--- src/rtl/execute_stage_pkg.sv ---
// Shared definitions for the execute stage (and the fetch stage that feeds it).
// Holds the opcode encodings, instruction field bit positions and the execute FSM
// state encoding.
package execute_stage_pkg;

    // Opcodes, instruction[31:26]
    localparam logic [5:0] OP_ADDI = 6'b110000;
    localparam logic [5:0] OP_ADD  = 6'b010000;
    localparam logic [5:0] OP_SW   = 6'b111000;
    localparam logic [5:0] OP_MUL  = 6'b100000;
    localparam logic [5:0] OP_NOP  = 6'b000000;

    // Instruction field positions
    localparam int unsigned OP_MSB  = 31;
    localparam int unsigned OP_LSB  = 26;
    localparam int unsigned RS_MSB  = 25;
    localparam int unsigned RS_LSB  = 21;
    localparam int unsigned RT_MSB  = 20;
    localparam int unsigned RT_LSB  = 16;
    localparam int unsigned RD_MSB  = 15;
    localparam int unsigned RD_LSB  = 11;
    localparam int unsigned IMM_MSB = 15;
    localparam int unsigned IMM_LSB = 0;

    typedef enum logic [0:0] {
        StIdle,
        StMulBusy
    } exec_state_e;

endpackage

--- src/rtl/iterative_multiplier.sv ---
// Iterative shift-add multiplier, one multiplier bit per cycle, DATA_W cycles.
// Ports:
//   clk, reset  - clock and synchronous active-high reset (aborts any operation)
//   start       - load operands a/b and begin (ignored while busy)
//   a, b        - operands
//   done        - high during the last busy cycle; product is valid in that cycle
//   product     - low DATA_W bits of a*b, valid while done is high
module iterative_multiplier #(
    parameter int unsigned DATA_W = 32
) (
    input  logic              clk,
    input  logic              reset,
    input  logic              start,
    input  logic [DATA_W-1:0] a,
    input  logic [DATA_W-1:0] b,
    output logic              done,
    output logic [DATA_W-1:0] product
);

    localparam int unsigned CNT_W = $clog2(DATA_W);

    logic [DATA_W-1:0] mcand_q;
    logic [DATA_W-1:0] mplier_q;
    logic [DATA_W-1:0] acc_q;
    logic [CNT_W-1:0]  count_q;
    logic              busy_q;
    logic [DATA_W-1:0] partial;

    assign partial = mplier_q[0] ? mcand_q : '0;
    // The final step's sum is presented combinationally so the consumer can
    // write it on the same edge the multiplier goes idle.
    assign product = acc_q + partial;
    assign done    = busy_q && (count_q == CNT_W'(DATA_W - 1));

    always_ff @(posedge clk) begin
        if (reset) begin
            mcand_q  <= '0;
            mplier_q <= '0;
            acc_q    <= '0;
            count_q  <= '0;
            busy_q   <= 1'b0;
        end else if (busy_q) begin
            if (done) begin
                busy_q <= 1'b0;
            end else begin
                acc_q    <= product;
                mcand_q  <= mcand_q << 1;
                mplier_q <= mplier_q >> 1;
                count_q  <= count_q + 1'b1;
            end
        end else if (start) begin
            mcand_q  <= a;
            mplier_q <= b;
            acc_q    <= '0;
            count_q  <= '0;
            busy_q   <= 1'b1;
        end
    end

endmodule

--- src/rtl/execute_stage.sv ---
// Execute stage: decodes ADDI/ADD/SW/MUL, reads/writes a local register file and
// data memory, and reports each completed writeback one cycle later.
// Ports:
//   clk, reset    - clock and synchronous active-high reset
//   instruction   - 32-bit instruction word from fetch
//   instr_valid   - instruction is valid this cycle
//   ready         - stage can accept; low while a MUL is in flight (stalls fetch)
//   result_valid  - one-cycle pulse describing a completed writeback
//   result        - value written (store data for SW)
//   wr_addr       - destination register (store address for SW)
//   is_store      - the result_valid pulse is a store completion
//   illegal_op    - one-cycle pulse for an accepted undefined nonzero opcode
module execute_stage
    import execute_stage_pkg::*;
#(
    parameter int unsigned DATA_W     = 32,
    parameter int unsigned REG_COUNT  = 32,
    parameter int unsigned DMEM_DEPTH = 16
) (
    input  logic              clk,
    input  logic              reset,
    input  logic [31:0]       instruction,
    input  logic              instr_valid,
    output logic              ready,
    output logic              result_valid,
    output logic [DATA_W-1:0] result,
    output logic [4:0]        wr_addr,
    output logic              is_store,
    output logic              illegal_op
);

    localparam int unsigned DMEM_AW = $clog2(DMEM_DEPTH);

    exec_state_e       state_q;
    logic              ready_q;
    logic              result_valid_q;
    logic [DATA_W-1:0] result_q;
    logic [4:0]        wr_addr_q;
    logic              is_store_q;
    logic              illegal_op_q;
    logic [4:0]        mul_rd_q;

    logic [DATA_W-1:0] regs_q [REG_COUNT];
    logic [DATA_W-1:0] dmem_q [DMEM_DEPTH];

    logic [5:0]         op;
    logic [4:0]         rs, rt, rd;
    logic [15:0]        imm;
    logic [DATA_W-1:0]  sext_imm, rs_val, rt_val;
    logic [DATA_W-1:0]  addi_sum, add_sum, store_ea;
    logic [DMEM_AW-1:0] store_addr;
    logic               accept, mul_start, mul_done;
    logic [DATA_W-1:0]  mul_product;

    assign op       = instruction[OP_MSB:OP_LSB];
    assign rs       = instruction[RS_MSB:RS_LSB];
    assign rt       = instruction[RT_MSB:RT_LSB];
    assign rd       = instruction[RD_MSB:RD_LSB];
    assign imm      = instruction[IMM_MSB:IMM_LSB];
    assign sext_imm = {{(DATA_W - 16){imm[15]}}, imm};

    // Reads see the register array after the previous edge's write, so a
    // dependent instruction in the next cycle needs no forwarding.
    assign rs_val = (rs == 5'd0) ? '0 : regs_q[rs];
    assign rt_val = (rt == 5'd0) ? '0 : regs_q[rt];

    assign addi_sum   = rs_val + sext_imm;
    assign add_sum    = rs_val + rt_val;
    assign store_ea   = rt_val + sext_imm;
    assign store_addr = store_ea[DMEM_AW-1:0];

    assign accept    = instr_valid && ready_q;
    assign mul_start = accept && (state_q == StIdle) && (op == OP_MUL);

    iterative_multiplier #(
        .DATA_W (DATA_W)
    ) u_mul (
        .clk     (clk),
        .reset   (reset),
        .start   (mul_start),
        .a       (rs_val),
        .b       (rt_val),
        .done    (mul_done),
        .product (mul_product)
    );

    always_ff @(posedge clk) begin
        if (reset) begin
            state_q        <= StIdle;
            ready_q        <= 1'b1;
            result_valid_q <= 1'b0;
            result_q       <= '0;
            wr_addr_q      <= '0;
            is_store_q     <= 1'b0;
            illegal_op_q   <= 1'b0;
            mul_rd_q       <= '0;
            for (int i = 0; i < REG_COUNT; i++) regs_q[i] <= '0;
            for (int i = 0; i < DMEM_DEPTH; i++) dmem_q[i] <= '0;
        end else begin
            result_valid_q <= 1'b0;
            is_store_q     <= 1'b0;
            illegal_op_q   <= 1'b0;
            case (state_q)
                StIdle: begin
                    if (accept) begin
                        case (op)
                            OP_ADDI: begin
                                if (rt != 5'd0) regs_q[rt] <= addi_sum;
                                result_valid_q <= 1'b1;
                                result_q       <= addi_sum;
                                wr_addr_q      <= rt;
                            end
                            OP_ADD: begin
                                if (rd != 5'd0) regs_q[rd] <= add_sum;
                                result_valid_q <= 1'b1;
                                result_q       <= add_sum;
                                wr_addr_q      <= rd;
                            end
                            OP_SW: begin
                                dmem_q[store_addr] <= rs_val;
                                result_valid_q     <= 1'b1;
                                is_store_q         <= 1'b1;
                                result_q           <= rs_val;
                                wr_addr_q          <= 5'(store_addr);
                            end
                            OP_MUL: begin
                                mul_rd_q <= rd;
                                ready_q  <= 1'b0;
                                state_q  <= StMulBusy;
                            end
                            OP_NOP: ;
                            default: illegal_op_q <= 1'b1;
                        endcase
                    end
                end
                StMulBusy: begin
                    if (mul_done) begin
                        if (mul_rd_q != 5'd0) regs_q[mul_rd_q] <= mul_product;
                        result_valid_q <= 1'b1;
                        result_q       <= mul_product;
                        wr_addr_q      <= mul_rd_q;
                        ready_q        <= 1'b1;
                        state_q        <= StIdle;
                    end
                end
                default: state_q <= StIdle;
            endcase
        end
    end

    assign ready        = ready_q;
    assign result_valid = result_valid_q;
    assign result       = result_q;
    assign wr_addr      = wr_addr_q;
    assign is_store     = is_store_q;
    assign illegal_op   = illegal_op_q;

endmodule

--- config.mk ---
export PLATFORM = sky130hd
export DESIGN_NAME = execute_stage
export DESIGN_NICKNAME = d
export VERILOG_FILES = /design/src/rtl/execute_stage_pkg.sv /design/src/rtl/iterative_multiplier.sv /design/src/rtl/execute_stage.sv
export SDC_FILE = /design/constraint.sdc
export NUM_CORES = 2
export LEC_CHECK = 0
export ABC_CLOCK_PERIOD_IN_PS = 18000
export BUFFER_PORTS_ARGS = -buffer_cell sky130_fd_sc_hd__buf_2
export CORE_MARGIN = 1.5
export CORE_UTILIZATION = 60
export CTS_BUF_LIST = sky130_fd_sc_hd__clkbuf_8
export DETAILED_ROUTE_END_ITERATION = 16
export GPL_ROUTABILITY_DRIVEN = 1
export PLACE_DENSITY = 0.76
export SLEW_MARGIN = 20
export SYNTH_ARGS = -nofsm -noshare
export SYNTH_HDL_FRONTEND = slang
export SYNTH_SLANG_ARGS = --single-unit
--- constraint.sdc ---
create_clock -name clk -period 18 [get_ports clk]
set_input_delay 0.9 -clock clk [delete_from_list [all_inputs] [get_ports clk]]
set_output_delay 0.9 -clock clk [all_outputs]
set_load 0.02 [all_outputs]
==> Implementation_results.wiki <==
{| class="wikitable"
! Metric !! Value
|-
| Final period util || 46.1%
|-
| Final worst hold slack || 0.348 ns
|-
| RSZ-0062 raised after global routing || no
|-
| Final count of negative-setup-slack endpoints || 0
|-
| Critical register-to-register path endpoint || regs_q[26][2]$_SDFFCE_PN0P_
|-
| Final estimated routing congestion in global placement || 0.949
|-
| First-pass detailed-route iteration total || 9
|-
| Fmax || 0.121 GHz
|-
| Count of buffer and inverter cells on the critical path || 4
|-
| Fraction of registers with async set or reset after synthesis || 0%
|-
| # hold bufs at CTS || 0
|-
| Share of post-route cells with drive strength above 1 || 23.4%
|-
| Setup WS post-layout || 9.70 ns
|-
| Vias in the first global route || 47262
|-
| Number of cells on the worst reg-to-reg path || 14
|-
| Status || complete, no violations
|-
| Deepest clock path buffer count || 3
|-
| Setup tns final || 0 ns
|-
| Terminating pin of the worst hold path || mul_rd_q[2]$_SDFFE_PP0P_
|-
| Most instantiated library cell after synthesis || nor2_1
|-
| EDFF count, synth || 1024
|-
| Min-Delay Path Depth || 3
|-
| Largest area contributor in the netlist || edfxtp_1
|-
| DIE AREA || 110000 um2
|-
| Wire length of the first global-routing pass || 305000 um
|-
| TritonCTS clock tree || done
|-
| Number of pins exceeding their max-slew limit in the final report || 0
|-
| Crit. End Element || flop
|-
| Worst rel slew slack || 23.4%
|-
| CP Class || input port to flop
|-
| Most frequent cells after synthesis || 1188 x nor2_1, 1024 x edfxtp_1, 583 x mux4_2, 323 x clkbuf_1, 227 x nand2_1
|-
| Number of instances in the placed design || 6244
|-
| Cells taking the most area after synthesis || edfxtp_1 48%, mux4_2 20%, nor2_1 6.9%
|-
| Final WL || 212000 um
|-
| Prevailing post-synth register cell || edfxtp_1
|-
| CP Launch Type || input port
|-
| Sw Ratio || 31.3%
|-
| Cell Rows || 120
|-
| Power density of the placed cells || 95.0 nW/um2
|-
| HPWL after detailed placement || 129000 um
|-
| Clk Latency, worst-skew pair || 0.91 ns
|-
| Cell-internal power || 4570 uW
|-
| Buffers added on ports || 75
|-
| DRC violation count after routing || 0
|-
| Crit path DAT || 8.88 ns
|-
| Vias || 48117
|-
| Clock skew || 0.0540 ns
|-
| Cell Chain, Critical Path || buf_8, buf_4, buf_4, mux4_2, mux4_2, mux2i_1, nor2_1, ha_1, a21oi_1, nor2_1, a211o_1, a21o_1, o21bai_1, nor4b_1, a21oi_1, o21ai_1, nand3_1, a31oi_1, xnor2_1, a222oi_1, buf_4, nor2_1
|-
| Part of the total power dissipated in combinational logic || 21.4%
|-
| Initial core utilization || 60.5%
|-
| Stage delay of the slowest cell on the critical path || 0.85 ns
|-
| Slowest library cell on the worst path || buf_4
|-
| Cell family with most CP delay || buffers and inverters
|-
| Horizontal die dimension || 331 um
|-
| Root buf cell || clkbuf_8
|-
| Largest net degree at the start of global routing || 84
|-
| Non-filler instance count after layout || 6578
|-
| Setup WS pre-CTS || 8.86 ns
|-
| Final critical-path required period || 8.30 ns
|-
| Worst reg2reg setup slack || 11.68 ns
|-
| Sequential element share of the synthesized area || 52.2%
|-
| Count of cells resized by post-cts repair || 0
|-
| Floorplan die height || 331 um
|-
| Max-cap viol count || 0
|-
| Power share of the clock group || 32.4%
|-
| Ys Warns || 0
|-
| Final antenna-violating net count || 0
|-
| Beginning of the worst hold path || instruction[13]
|-
| Post-CTS setup repair buffer count || 0
|-
| Layout net count || 5155
|-
| Part of the power in registers || 46.2%
|-
| Area growth from synthesis to layout || 8.42%
|-
| Clock slew at the register clock pins of the worst setup and hold paths || 0.06 ns
|-
| Hold Crit Class || input port to flop
|-
| Final hold violation count || 0
|-
| Via density per instance || 7.31
|-
| Source of the worst register-to-register timing path || u_mul.count_q[0]$_SDFFE_PP0P_
|-
| Number of synthesized register bits || 1173
|-
| Drt first-iter violations || 7136
|-
| Avg WL per Cell || 32.2 um
|-
| Count of H-tree levels built during CTS || 4
|-
| Remaining global-route overflow || 0
|-
| Distinct cell type count of the synthesized netlist || 93
|-
| Number of inserted filler cells in the final layout || 7560
|-
| Clock buffers created by TritonCTS || 188
|-
| Post-synth top area share || 47.5%
|-
| Mapped Avg Cell Area || 12.8 um2
|-
| Required time reported for the critical path endpoint || 18.58 ns
|-
| Area of the placeable core || 107000 um2
|-
| Instance count of the mapped netlist || 5059
|-
| Number of top-level pins || 76
|-
| Synthesized cell area || 64700 um2
|-
| Sinks on the clock net || 1173
|-
| Combined global-route utilization of all metal layers || 38.3%
|-
| Critical path peak fanout || 71
|-
| Initial antenna violation count || 10
|-
| Cell leakage power || 0.0254 uW
|-
| Transition time at the pin with the least slew margin || 1.15 ns
|-
| Psw || 2090 uW
|-
| Peak VDD IR || 78.5 uV
|}
## power groups by stage
| stage | clock, uW | sequential (uW) | combinational [uW] |
|---|---|---|---|
| floorplan | 0 | 3120 | 934 |
| global placement | 0 | 3120 | 1360 |
| detailed placement | 0 | 3130 | 1370 |
| CTS | 2160 | 3080 | 1380 |
| global route | 2260 | 3090 | 1480 |
| finish | 2160 | 3080 | 1430 |
## stage by stage
| step | utilization [%] | power, uW | cell area, um2 |
|---|---|---|---|
| 2_1_floorplan | - | 4050 | 64800 |
| 3_3_place_gp | 62.4 | 4490 | 66700 |
| 3_5_place_dp | 62.4 | 4510 | 66700 |
| 4_1_cts | 65.6 | 6610 | 70100 |
| 5_1_grt | 65.6 | 6830 | 70100 |
| 6_report | 65.6 | 6660 | 70100 |
## layout make-up
class | count | area [um2] | share of cell area, %
Sequential cell | 1173 | 33700 | 48.1
Clock buffer | 205 | 2820 | 4.02
Inverter | 27 | 101 | 0.145
Antenna cell | 2 | 5.00 | 0.00714
Multi-Input combinational cell | 3415 | 29500 | 42.1
Tap cell | 1403 | 1760 | 2.50
Timing Repair Buffer | 227 | 1580 | 2.25
Clock inverter | 126 | 616 | 0.878
## tightest hold or removal path, cell delays in order
cell	delay (ns)
buf_2	0.14
mux2i_1	0.08
nor2_1	0.07
## cell usage in the layout, fill, tap and decap left out, types with 60 or more instances in the layout
master and count:
nor2_1 1182, edfxtp_1 1024, mux4_2 583, a21oi_1 209, clkbuf_8 205, nand2_1 196, buf_4 154, dfxtp_1 149
mux2i_1 130, a22oi_1 91, inv_1 91, ha_1 86, nand3_1 74, o21ai_0 67, xnor2_1 66, buf_2 66
a21o_1 60
## flip-flops by register name, summed over array words and instances (netlist names)
name	count
regs_q	1024
u_mul.mcand_q	32
u_mul.busy_q	1
mul_rd_q	5
illegal_op	1
wr_addr	5
ready	1
state_q	1
u_mul.acc_q	32
is_store	1
result_valid	1
u_mul.count_q	5
result	32
u_mul.mplier_q	32
## logic make-up (layout without fill, tap and decap cells)
logic type	Yosys count	after routing	share of synthesized area, %
simple gates	1767	1767	11.5
flops	1173	1173	52.2
mux	716	716	22.4
compound gates	694	694	7.33
buf+inv	502	585	3.25
xor+xnor	105	105	1.42
fa+ha+maj	101	101	1.93
other cells	1	34	0.00580
## how the worst max path moves through the flow
| stage | cells past startpoint | slack, ns | end | start |
|---|---|---|---|---|
| 3_3_place_gp | 21 | 8.64 | regs_q[8][29]$_SDFFCE_PN0P_ | instruction[21] |
| 3_5_place_dp | 22 | 8.86 | regs_q[16][27]$_SDFFCE_PN0P_ | instruction[16] |
| 2_1_floorplan | 26 | 10.55 | regs_q[14][25]$_SDFFCE_PN0P_ | instruction[21] |
| 4_1_cts | 22 | 9.81 | regs_q[16][27]$_SDFFCE_PN0P_ | instruction[16] |
| 5_1_grt | 22 | 9.22 | regs_q[16][27]$_SDFFCE_PN0P_ | instruction[16] |
| 6_report | 22 | 9.70 | regs_q[3][31]$_SDFFCE_PN0P_ | instruction[21] |
## routing by layer
layer,track usage (%),up-vias,routed length (um),part of all wire [%]
met5,0.564,-,95,0.045
met4,21.3,4,13000,6.1
met3,12.2,906,33300,16
met2,59.5,4384,97100,46
met1,47.9,23601,68200,32
li1,-,19222,-,-
Power figures use the tool's default switching activity.
